<file path="config.mk">
export PLATFORM = sky130hd
export DESIGN_NAME = frame_capture_ctrl
export DESIGN_NICKNAME = d
export VERILOG_FILES = /design/src/rtl/frame_capture_pkg.sv /design/src/rtl/frame_capture_ctrl_pix_packer.sv /design/src/rtl/frame_capture_ctrl.sv
export SDC_FILE = /design/constraint.sdc
export NUM_CORES = 1
export LEC_CHECK = 0
export CAP_MARGIN = 10
export CORE_MARGIN = 3
export CORE_UTILIZATION = 49
export DETAILED_ROUTE_END_ITERATION = 16
export HOLD_SLACK_MARGIN = 0.05
export PLACE_DENSITY_LB_ADDON = 0.2
export SKIP_CTS_REPAIR_TIMING = 1
export SLEW_MARGIN = 40
export SYNTH_ARGS = -nofsm -noshare
export SYNTH_HDL_FRONTEND = slang
export SYNTH_HIERARCHICAL = 1
export SYNTH_SLANG_ARGS = --single-unit
</file>
<file path="constraint.sdc">
create_clock -name pclk -period 1.81 [get_ports pclk]
set_input_delay 0.362 -clock pclk [delete_from_list [all_inputs] [get_ports pclk]]
set_output_delay 0.362 -clock pclk [all_outputs]
set_load 0.01 [all_outputs]
</file>
<file path="src/rtl/frame_capture_pkg.sv">
// Shared types and constants for the camera-to-recognizer capture controller.
package frame_capture_pkg;

  localparam int unsigned PIX_PER_WORD = 4;
  localparam int unsigned WORD_W       = 32;

  typedef enum logic [2:0] {
    IDLE,
    SKIP,
    WAIT_VS,
    CAPTURE,
    DRAIN,
    WAIT_RES,
    DONE
  } state_e;

endpackage

</file>
<file path="src/rtl/frame_capture_ctrl_pix_packer.sv">
// Packs accepted pixels four per word, issues registered FIFO writes and parks
// one word in a holding register under backpressure; sticky overflow on loss.
module pix_packer
  import frame_capture_pkg::*;
#(
  parameter int unsigned PIX_W = 8
) (
  input  logic              i_clk,
  input  logic              i_rst,
  input  logic              i_clr,
  input  logic              i_accept,
  input  logic [PIX_W-1:0]  i_pix,
  input  logic              i_full,
  output logic              o_wr_en,
  output logic [WORD_W-1:0] o_data,
  output logic              o_hold_valid,
  output logic              o_overflow
);

  localparam int unsigned LANE_W  = WORD_W / PIX_PER_WORD;
  localparam int unsigned LANE_CW = $clog2(PIX_PER_WORD);

  logic [LANE_CW-1:0] r_lane;
  logic [WORD_W-1:0]  r_asm;
  logic [WORD_W-1:0]  r_hold;
  logic [WORD_W-1:0]  r_data;
  logic               r_hold_valid;
  logic               r_wr_en;
  logic               r_ovf;

  logic [LANE_W-1:0]  w_pix_lane;
  logic [WORD_W-1:0]  w_word;
  logic               w_complete;
  logic               w_drain;

  assign w_pix_lane = LANE_W'(i_pix);
  assign w_complete = i_accept && (r_lane == LANE_CW'(PIX_PER_WORD - 1));
  assign w_word     = {w_pix_lane, r_asm[WORD_W-LANE_W-1:0]};
  assign w_drain    = r_hold_valid && !i_full;

  // A parked word drains before a newly completed one; a word completing while
  // the holding register is still occupied is dropped.
  always_ff @(posedge i_clk) begin
    if (i_rst) begin
      r_lane       <= '0;
      r_asm        <= '0;
      r_hold       <= '0;
      r_data       <= '0;
      r_hold_valid <= 1'b0;
      r_wr_en      <= 1'b0;
      r_ovf        <= 1'b0;
    end else begin
      r_wr_en <= 1'b0;
      if (i_clr) begin
        r_lane       <= '0;
        r_asm        <= '0;
        r_hold_valid <= 1'b0;
        r_ovf        <= 1'b0;
      end else begin
        if (i_accept) begin
          r_lane                        <= r_lane + LANE_CW'(1);
          r_asm[r_lane*LANE_W +: LANE_W] <= w_pix_lane;
        end
        if (w_drain) begin
          r_wr_en      <= 1'b1;
          r_data       <= r_hold;
          r_hold_valid <= 1'b0;
        end
        if (w_complete) begin
          if (r_hold_valid) begin
            r_ovf <= 1'b1;
          end else if (i_full) begin
            r_hold       <= w_word;
            r_hold_valid <= 1'b1;
          end else begin
            r_wr_en <= 1'b1;
            r_data  <= w_word;
          end
        end
      end
    end
  end

  assign o_wr_en      = r_wr_en;
  assign o_data       = r_data;
  assign o_hold_valid = r_hold_valid;
  assign o_overflow   = r_ovf;

endmodule

</file>
<file path="src/rtl/frame_capture_ctrl.sv">
// One recognition pass: skip frames, capture an ROI into the recognizer FIFO,
// latch the result. FCC_RESULT_TIMEOUT_EN adds a WAIT_RES timeout and port.
module frame_capture_ctrl
  import frame_capture_pkg::*;
#(
  parameter int unsigned SKIP_FRAMES = 3,
  parameter int unsigned ROI_PIXELS  = 784,
  parameter int unsigned PIX_W       = 8
) (
  input  logic              pclk,
  input  logic              rst,
  input  logic              start,
  input  logic              vsync,
  input  logic              href,
  input  logic              pix_valid,
  input  logic [PIX_W-1:0]  pix_in,
  input  logic              cam_full,
  output logic              cam_wr_en,
  output logic [WORD_W-1:0] cam_data,
  input  logic              res_valid,
  input  logic [19:0]       res_in,
  output logic [3:0]        result,
  output logic              busy,
  output logic              done,
  output logic              overflow
`ifdef FCC_RESULT_TIMEOUT_EN
  ,
  output logic              timeout
`endif
);

  localparam int unsigned FRAME_W   = (SKIP_FRAMES > 0) ? $clog2(SKIP_FRAMES + 1) : 1;
  localparam int unsigned PIX_CNT_W = $clog2(ROI_PIXELS + 1);

  state_e               r_state;
  state_e               w_state_nx;
  logic                 r_vsync_d;
  logic [FRAME_W-1:0]   r_frame_cnt;
  logic [PIX_CNT_W-1:0] r_pix_cnt;
  logic [3:0]           r_result;
  logic                 r_busy;
  logic                 r_done;

  logic w_rise;
  logic w_accept;
  logic w_last_pix;
  logic w_frame_hit;
  logic w_start_ok;
  logic w_frame_inc;
  logic w_res_take;
  logic w_tmo;
  logic w_hold_valid;
  logic w_unused_res;

  assign w_rise       = vsync && !r_vsync_d;
  assign w_accept     = (r_state == CAPTURE) && pix_valid && href && !vsync;
  assign w_last_pix   = w_accept && (r_pix_cnt == PIX_CNT_W'(ROI_PIXELS - 1));
  assign w_frame_hit  = (r_frame_cnt == FRAME_W'(SKIP_FRAMES - 1));
  assign w_unused_res = ^res_in[19:4];

`ifdef FCC_RESULT_TIMEOUT_EN
  logic [23:0] r_tmo_cnt;
  logic        r_timeout;
  assign w_tmo = (r_state == WAIT_RES) && !res_valid && (r_tmo_cnt == 24'hFF_FFFF);
`else
  assign w_tmo = 1'b0;
`endif

  always_ff @(posedge pclk) begin
    if (rst) r_state <= IDLE;
    else     r_state <= w_state_nx;
  end

  always_comb begin
    w_state_nx  = r_state;
    w_start_ok  = 1'b0;
    w_frame_inc = 1'b0;
    w_res_take  = 1'b0;
    case (r_state)
      IDLE, DONE: begin
        if (start) begin
          w_start_ok = 1'b1;
          w_state_nx = SKIP;
        end
      end
      SKIP: begin
        if (SKIP_FRAMES == 0) begin
          w_state_nx = WAIT_VS;
        end else if (w_rise) begin
          w_frame_inc = 1'b1;
          if (w_frame_hit) w_state_nx = CAPTURE;
        end
      end
      WAIT_VS:  if (w_rise) w_state_nx = CAPTURE;
      CAPTURE:  if (w_last_pix) w_state_nx = DRAIN;
      DRAIN:    if (!w_hold_valid) w_state_nx = WAIT_RES;
      WAIT_RES: begin
        if (res_valid) begin
          w_res_take = 1'b1;
          w_state_nx = DONE;
        end else if (w_tmo) begin
          w_state_nx = DONE;
        end
      end
      default:  w_state_nx = IDLE;
    endcase
  end

  // Pass counters, result latch and status flags aligned with the state register.
  always_ff @(posedge pclk) begin
    if (rst) begin
      r_vsync_d   <= 1'b0;
      r_frame_cnt <= '0;
      r_pix_cnt   <= '0;
      r_result    <= '0;
      r_busy      <= 1'b0;
      r_done      <= 1'b0;
    end else begin
      r_vsync_d <= vsync;
      if (w_start_ok) begin
        r_frame_cnt <= '0;
        r_pix_cnt   <= '0;
      end else begin
        if (w_frame_inc) r_frame_cnt <= r_frame_cnt + FRAME_W'(1);
        if (w_accept)    r_pix_cnt   <= r_pix_cnt + PIX_CNT_W'(1);
      end
      if (w_res_take)  r_result <= res_in[3:0];
      else if (w_tmo)  r_result <= 4'hF;
      r_busy <= (w_state_nx != IDLE) && (w_state_nx != DONE);
      r_done <= (w_state_nx == DONE);
    end
  end

`ifdef FCC_RESULT_TIMEOUT_EN
  always_ff @(posedge pclk) begin
    if (rst) begin
      r_tmo_cnt <= '0;
      r_timeout <= 1'b0;
    end else begin
      r_tmo_cnt <= (r_state == WAIT_RES) ? r_tmo_cnt + 24'd1 : 24'd0;
      if (w_start_ok) r_timeout <= 1'b0;
      else if (w_tmo) r_timeout <= 1'b1;
    end
  end
  assign timeout = r_timeout;
`endif

  pix_packer #(
    .PIX_W(PIX_W)
  ) u_pix_packer (
    .i_clk       (pclk),
    .i_rst       (rst),
    .i_clr       (w_start_ok),
    .i_accept    (w_accept),
    .i_pix       (pix_in),
    .i_full      (cam_full),
    .o_wr_en     (cam_wr_en),
    .o_data      (cam_data),
    .o_hold_valid(w_hold_valid),
    .o_overflow  (overflow)
  );

  assign result = r_result;
  assign busy   = r_busy;
  assign done   = r_done;

endmodule
</file>
# --- Yosys cells after proc, flatten, opt, wreduce, memory -nomap -nowiden ---
# Cells that the tools add are included.
word_totals:
  reg_bits: 123
  in_bits: 36
  output_inout_bits: 40
  wordCells: 77
op_classes:
  n_addsub: 4
  eq_ne: 11
  shifts: 2
  n_mux: 27
  bitwise_logic: 2
  n_reduce_logical: 17
ops:
  columns: ["operator", "n"]
  rows:
  - ["$mux 32", 4]
  - ["$neg 5->34", 1]
  - ["$shift 8x34->32 const A", 1]
  - ["$shiftx 8x34->32", 1]
  - ["$bwmux 32", 1]
  - ["$mux 3", 7]
  - ["$pmux 3 s6", 1]
  - ["$mux 1", 14]
  - ["$eq 3x3->1 const B", 4]
  - ["$add 10x1->10 const B", 1]
  - ["$eq 10x10->1 const B", 1]
  - ["$logic_and 1x1->1", 8]
  - ["$eq 3x2->1 const B", 2]
  - ["$add 2x1->2 const B", 2]
  - ["$eq 2x2->1 const B", 2]
  - ["$reduce_and 4->1", 1]
  - ["$reduce_or 2->1", 2]
  - ["$eq 3x1->1 const B", 1]
  - ["$logic_not 1->1", 3]
  - ["$logic_not 3->1", 1]
  - ["$ne 3x3->1 const B", 1]
  - ["$reduce_bool 3->1", 1]
  - ["$not 1->1", 2]
  - ["$reduce_and 2->1", 1]

# --- Longest topological paths before layout ---
depth:
  ltp_word: 9
  depth_mapped: 9
  depth_no_buf: 6

# --- Cells and area by module ---
# Netlist, hierarchy kept.
by_module_without_submodules:
  columns: ["module", "instances", "cells_each", "area_each_um2", "seq_area_each_um2"]
  rows:
  - ["pix_packer", 1, 445, 4002.6, 1861.8]
  - ["frame_capture_ctrl", 1, 128, 1078.5, 440.4]

# --- Least setup slack after synthesis ---
# OpenSTA, ideal clock, no wires.
synth_timing:
  path_kind: "register -> register"
  start: "reg r_state[0]"
  end: "reg u_pix_packer.r_hold[18]"
  setup_time_ns: 0.132
  t_arrival_ns: 1.759
  required_ns: 1.678
  slack_ns: -0.081
  stages_incl_launch_ff: 9
  n_path_buf: 3
  synth_period_minus_slack_ns: 1.891
  path_cell_list: "dfxtp_1 -> clkbuf_1 -> nand3b_1 -> nor2_1 -> buf_4 -> nand4b_1 -> clkbuf_1 -> o21ai_0 -> a21oi_1"
synth_via:
  elab_chain_cells: 6
  word_cells_on_any_way: 11
  classes_between: "eq/ne: 2; mux: 1; bitwise: 1; reduce/logical: 7"
synth_rtl:
  columns: ["item", "line", "source"]
  rows:
  - ["start: declaration", "frame_capture_ctrl.sv:35", "state_e r_state;"]
  - ["start signal: assignment", "frame_capture_ctrl.sv:71", "else r_state <= w_state_nx;"]
  - ["$eq 3x2->1", "frame_capture_ctrl.sv:56", "assign w_accept = (r_state == CAPTURE) && pix_valid && href && !vsync;"]
  - ["$logic_and 1x1->1 (3 in a row)", "frame_capture_ctrl.sv:56", null]
  - ["net w_accept", "frame_capture_ctrl.sv:45", "logic w_accept;"]
  - ["$logic_and 1x1->1", "frame_capture_ctrl_pix_packer.sv:37", "assign w_complete = i_accept && (r_lane == LANE_CW'(PIX_PER_WORD - 1));"]
  - ["$reduce_and 4->1 (no line)", null, null]
  - ["end signal: assignment", "frame_capture_ctrl_pix_packer.sv:73", "r_hold <= w_word;"]
  - ["end: declaration", "frame_capture_ctrl_pix_packer.sv:25", "logic [WORD_W-1:0] r_hold;"]
# The timed path passes the listed nets, and every way through them passes these cells.
# A chain may end at the register's enable or synchronous reset.

# --- Final worst setup path ---
layout_timing:
  start: "reg r_pix_cnt[5]"
  end: "reg r_busy, in the netlist busy"
layout_via:
  elab_chain_cells: 6
  word_cells_on_any_way: 7
  classes_between: "eq/ne: 2; mux: 2; reduce/logical: 3"
layout_rtl:
  columns: ["item", "line", "source"]
  rows:
  - ["start: declaration", "frame_capture_ctrl.sv:39", "logic [PIX_CNT_W-1:0] r_pix_cnt;"]
  - ["start signal: assignment", "frame_capture_ctrl.sv:125", "if (w_accept) r_pix_cnt <= r_pix_cnt + PIX_CNT_W'(1);"]
  - ["$eq 10x10->1 *", "frame_capture_ctrl.sv:57", "assign w_last_pix = w_accept && (r_pix_cnt == PIX_CNT_W'(ROI_PIXELS - 1));"]
  - ["$logic_and 1x1->1 *", "frame_capture_ctrl.sv:57", null]
  - ["$mux 3 *", "frame_capture_ctrl.sv:95", "CAPTURE: if (w_last_pix) w_state_nx = DRAIN;"]
  - ["$pmux 3 s6 *", "frame_capture_ctrl.sv:79", "case (r_state)"]
  - ["$ne 3x3->1 or $reduce_bool 3->1 (tied branches)", "frame_capture_ctrl.sv:129", "r_busy <= (w_state_nx != IDLE) && (w_state_nx != DONE);"]
  - ["$logic_and 1x1->1 *", "frame_capture_ctrl.sv:129", null]
  - ["end signal: assignment", "frame_capture_ctrl.sv:129", null]
  - ["end: declaration", "frame_capture_ctrl.sv:41", "logic r_busy;"]
# Every way passes the cells marked *; elsewhere a longest branch is shown, timed or not.

==> flow_metrics.env <==
export IMPL_rows=36
export IMPL_min_period_over_period=1.01
export IMPL_cts_root_buffer_cell="clkbuf_8"
export IMPL_wl_um=13800
export IMPL_syn_nets=616
export IMPL_whs_ns=0.391
export IMPL_n_antenna_cell=0
export IMPL_grt_max_degree=46
export IMPL_synth_warnings=6
export IMPL_synth_edf_count=0
export IMPL_worstSetupPathType="flip-flop to flip-flop"
export IMPL_synth_simple_gate_area_frac=0.187
export IMPL_gp_congestion=0.858
export IMPL_route_detailed_drc=0
export IMPL_start_kind="flip-flop"
export IMPL_ant_nets=0
export IMPL_grt_pass1_wl_um=22100
export IMPL_syn_to_final_growth_pct=32.3
export IMPL_num_io_pins=76
export IMPL_hold_viol=0
export IMPL_ys_flop_type="dfxtp_1"
export IMPL_worstPathArrival_ns=2.22
export IMPL_vias_per_cell=5.90
export IMPL_setup_viol=1
export IMPL_worstSetupStartpoint="r_pix_cnt[5]"
export IMPL_drt_initial_drc_count=349
export IMPL_yosys_area_share_adder=0.0172
export IMPL_grt_antenna_before_repair=0
export IMPL_synthCells=573
export IMPL_synth_area_leaders="dfxtp_1, a21oi_1, nand3b_1, o221ai_1, a32oi_1"
export IMPL_worstMarginPinSlew_ns=0.511
export IMPL_cts_sinks=115
export IMPL_netlist_area_leader_share=0.453
export IMPL_power_density_mw_per_mm2=917
export IMPL_num_vias=4706
export IMPL_clockBufferDepth=2
export IMPL_totalPowerFinal_uw=6160
export IMPL_htreeDepth=4
export IMPL_grt_pass1_vias=4445
export IMPL_fp_dieArea_sq_mm=0.0116
export IMPL_ys_ff_latch=115
export IMPL_ys_types=53
export IMPL_clkLatencyLatePin_ns=0.52
export IMPL_pre_cts_ws_ns=-0.459
export IMPL_dpl_instance_area_sq_mm=0.00597
export IMPL_finalCriticalPeriod_ns=1.82
export IMPL_clock_skew_ns=0.00633
export IMPL_instances_no_fill=797
export IMPL_failed_checks="negative setup slack"
export IMPL_ir_drop_mv=0.539
export IMPL_die_w_um=108
export IMPL_ff_latch_area_sq_mm=0.00230
export IMPL_fin_ws_ns=-0.00947
export IMPL_fillCellCount=757
export IMPL_synth_compound_area_frac=0.253
export IMPL_fmax_mhz=550
export IMPL_wl_per_cell_um=17.3
export IMPL_slew_headroom=0.660
export IMPL_min_from="res_in[3]"
export IMPL_dp_cells=763
export IMPL_multi_input_area_sq_mm=0.00245
export IMPL_mappedNetlistArea_sq_mm=0.00508
export IMPL_fin_nets=694
export IMPL_clk_transition_reported_paths_ns=0.06
export IMPL_gr_usage_met1=0.317
export IMPL_maxCapViolations=0
export IMPL_met2_usage=0.378
export IMPL_r2r_start="r_pix_cnt[5]"
export IMPL_die_h_um=108
export IMPL_track_usage=0.238
export IMPL_final_max_slew_violation_count=0
export IMPL_numCtsBuffers=17
export IMPL_initial_utilization=0.513
export IMPL_synth_xor_area_share=0.0190
export IMPL_stdcell_area_sq_mm=0.00672
export IMPL_ys_seq_area_frac=0.453
export IMPL_crit_fanout=3
export IMPL_core_area_sq_mm=0.00991
export IMPL_dr_pass1_iters=5
export IMPL_leakagePower_uw=0.00282
export IMPL_synth_mux_area_frac=0.00197
export IMPL_rsz0062_at_grt="true"
export IMPL_busiest_layer="met2"
export IMPL_avgSynthCellArea_sq_um=8.87
export IMPL_required_ns=2.21
export IMPL_min_path_type="input port to flip-flop"
export IMPL_cts_tree="built"
export IMPL_crit_path_end_kind="flip-flop"
export IMPL_drive_above_1_share=0.154
export IMPL_grtUsageMet3=0.0564
export IMPL_yosysTopAreaCell="dfxtp_1"
export IMPL_status="finished, violations left"
export IMPL_dp_hpwl_um=8780
export IMPL_synthArstFlopShare=0
export IMPL_synth_top_family_by_area="compound AO/OA/AOI/OAI gates"
export IMPL_overflow=0
export IMPL_io_buffers=59
## final timing paths
path | end | slack [ns] | cells after the start
worst max register to register | busy | -0.009 | 4
worst min register to register | u_pix_packer/o_data[21] | 0.46 | 2
worst max-delay path | busy | -0.009 | 4
worst min-delay path | result[3] | 0.39 | 3
## synth_stat cells (all sizes together), types with 7 or more instances
master and number:
o221ai 31, nor2 42, nand3b 37, inv 11
buf 16, nand2 48, dfxtp 115, o21ai 65
clkbuf 36, a21oi 71, ha 7, xnor2 11
a32oi 24
## registers in the layout, indices dropped and copies added, names as in the netlist
signal,flops
u_pix_packer/o_hold_valid,1
r_frame_cnt,2
r_pix_cnt,10
r_state,3
u_pix_packer/r_asm,24
done,1
busy,1
u_pix_packer/r_hold,32
r_vsync_d,1
u_pix_packer/o_overflow,1
u_pix_packer/r_lane,2
result,4
u_pix_packer/o_wr_en,1
u_pix_packer/o_data,32
## critical path, cell delays in order, from the launching register on
cell and delay (ns):
dfxtp_1 0.31, or4b_4 0.58, o41ai_4 0.26, nand4_1 0.18, a221o_1 0.37
## layout make-up
cell class / instances / share of cell area
Tap cell: 133 / 0.0248
Timing Repair Buffer: 111 / 0.173
Multi-Input combinational cell: 395 / 0.364
Clock buffer: 17 / 0.0616
Inverter: 11 / 0.00614
Clock inverter: 15 / 0.0274
Sequential cell: 115 / 0.343
## layout by cell type, fill, tap and decap left out, drive strengths merged, types with 2 or more instances in the layout
cell and n:
a32oi 24, o221ai 31, nand2 48, a31oi 2
nor2 42, and4b 2, ha 7, clkinvlp 3
clkdlybuf4s50 27, a21oi 71, o2111a 2, or2 2
nand3 2, and3 4, bufinv 3, dfxtp 115
nor4 5, o21ai 65, xnor2 11, nand4 5
nor2b 5, and2 4, clkbuf 19, dlymetal6s2s 32
nand4b 3, clkinv 7, and3b 2, buf 50
nor3 4, nand3b 37, inv 13
## per-stage QoR
step                      utilization  TNS (ns)
after floorplan                     -  -0.00742
after global routing            0.678   -0.0848
final                           0.678  -0.00947
after global placement          0.603    -21.79
after detailed placement        0.603    -26.38
after CTS                       0.663    -0.287
## routing by layer
metal	wire, um	vias up
met2	6580	171
met1	6160	2239
met4	214	0
li1	-	2273
met3	816	23
met5	0	-
## power breakdown
part	internal (uW)	leakage (uW)	switching, uW
sequential	2540	0.000928	4.26
combinational	125	0.00161	159
clock	2110	0.000285	1230
total	4770	0.00282	1390
## cells by family after synthesis
kind of cell | Yosys count
and+or+nand+nor | 173
DFF | 115
buffers and inverters | 63
xor gates and xnor gates | 11
AOI/OAI and AO/OA | 203
muxes | 1
adders and majority gates | 7
Note: power is estimated with default switching activity, not from simulation.
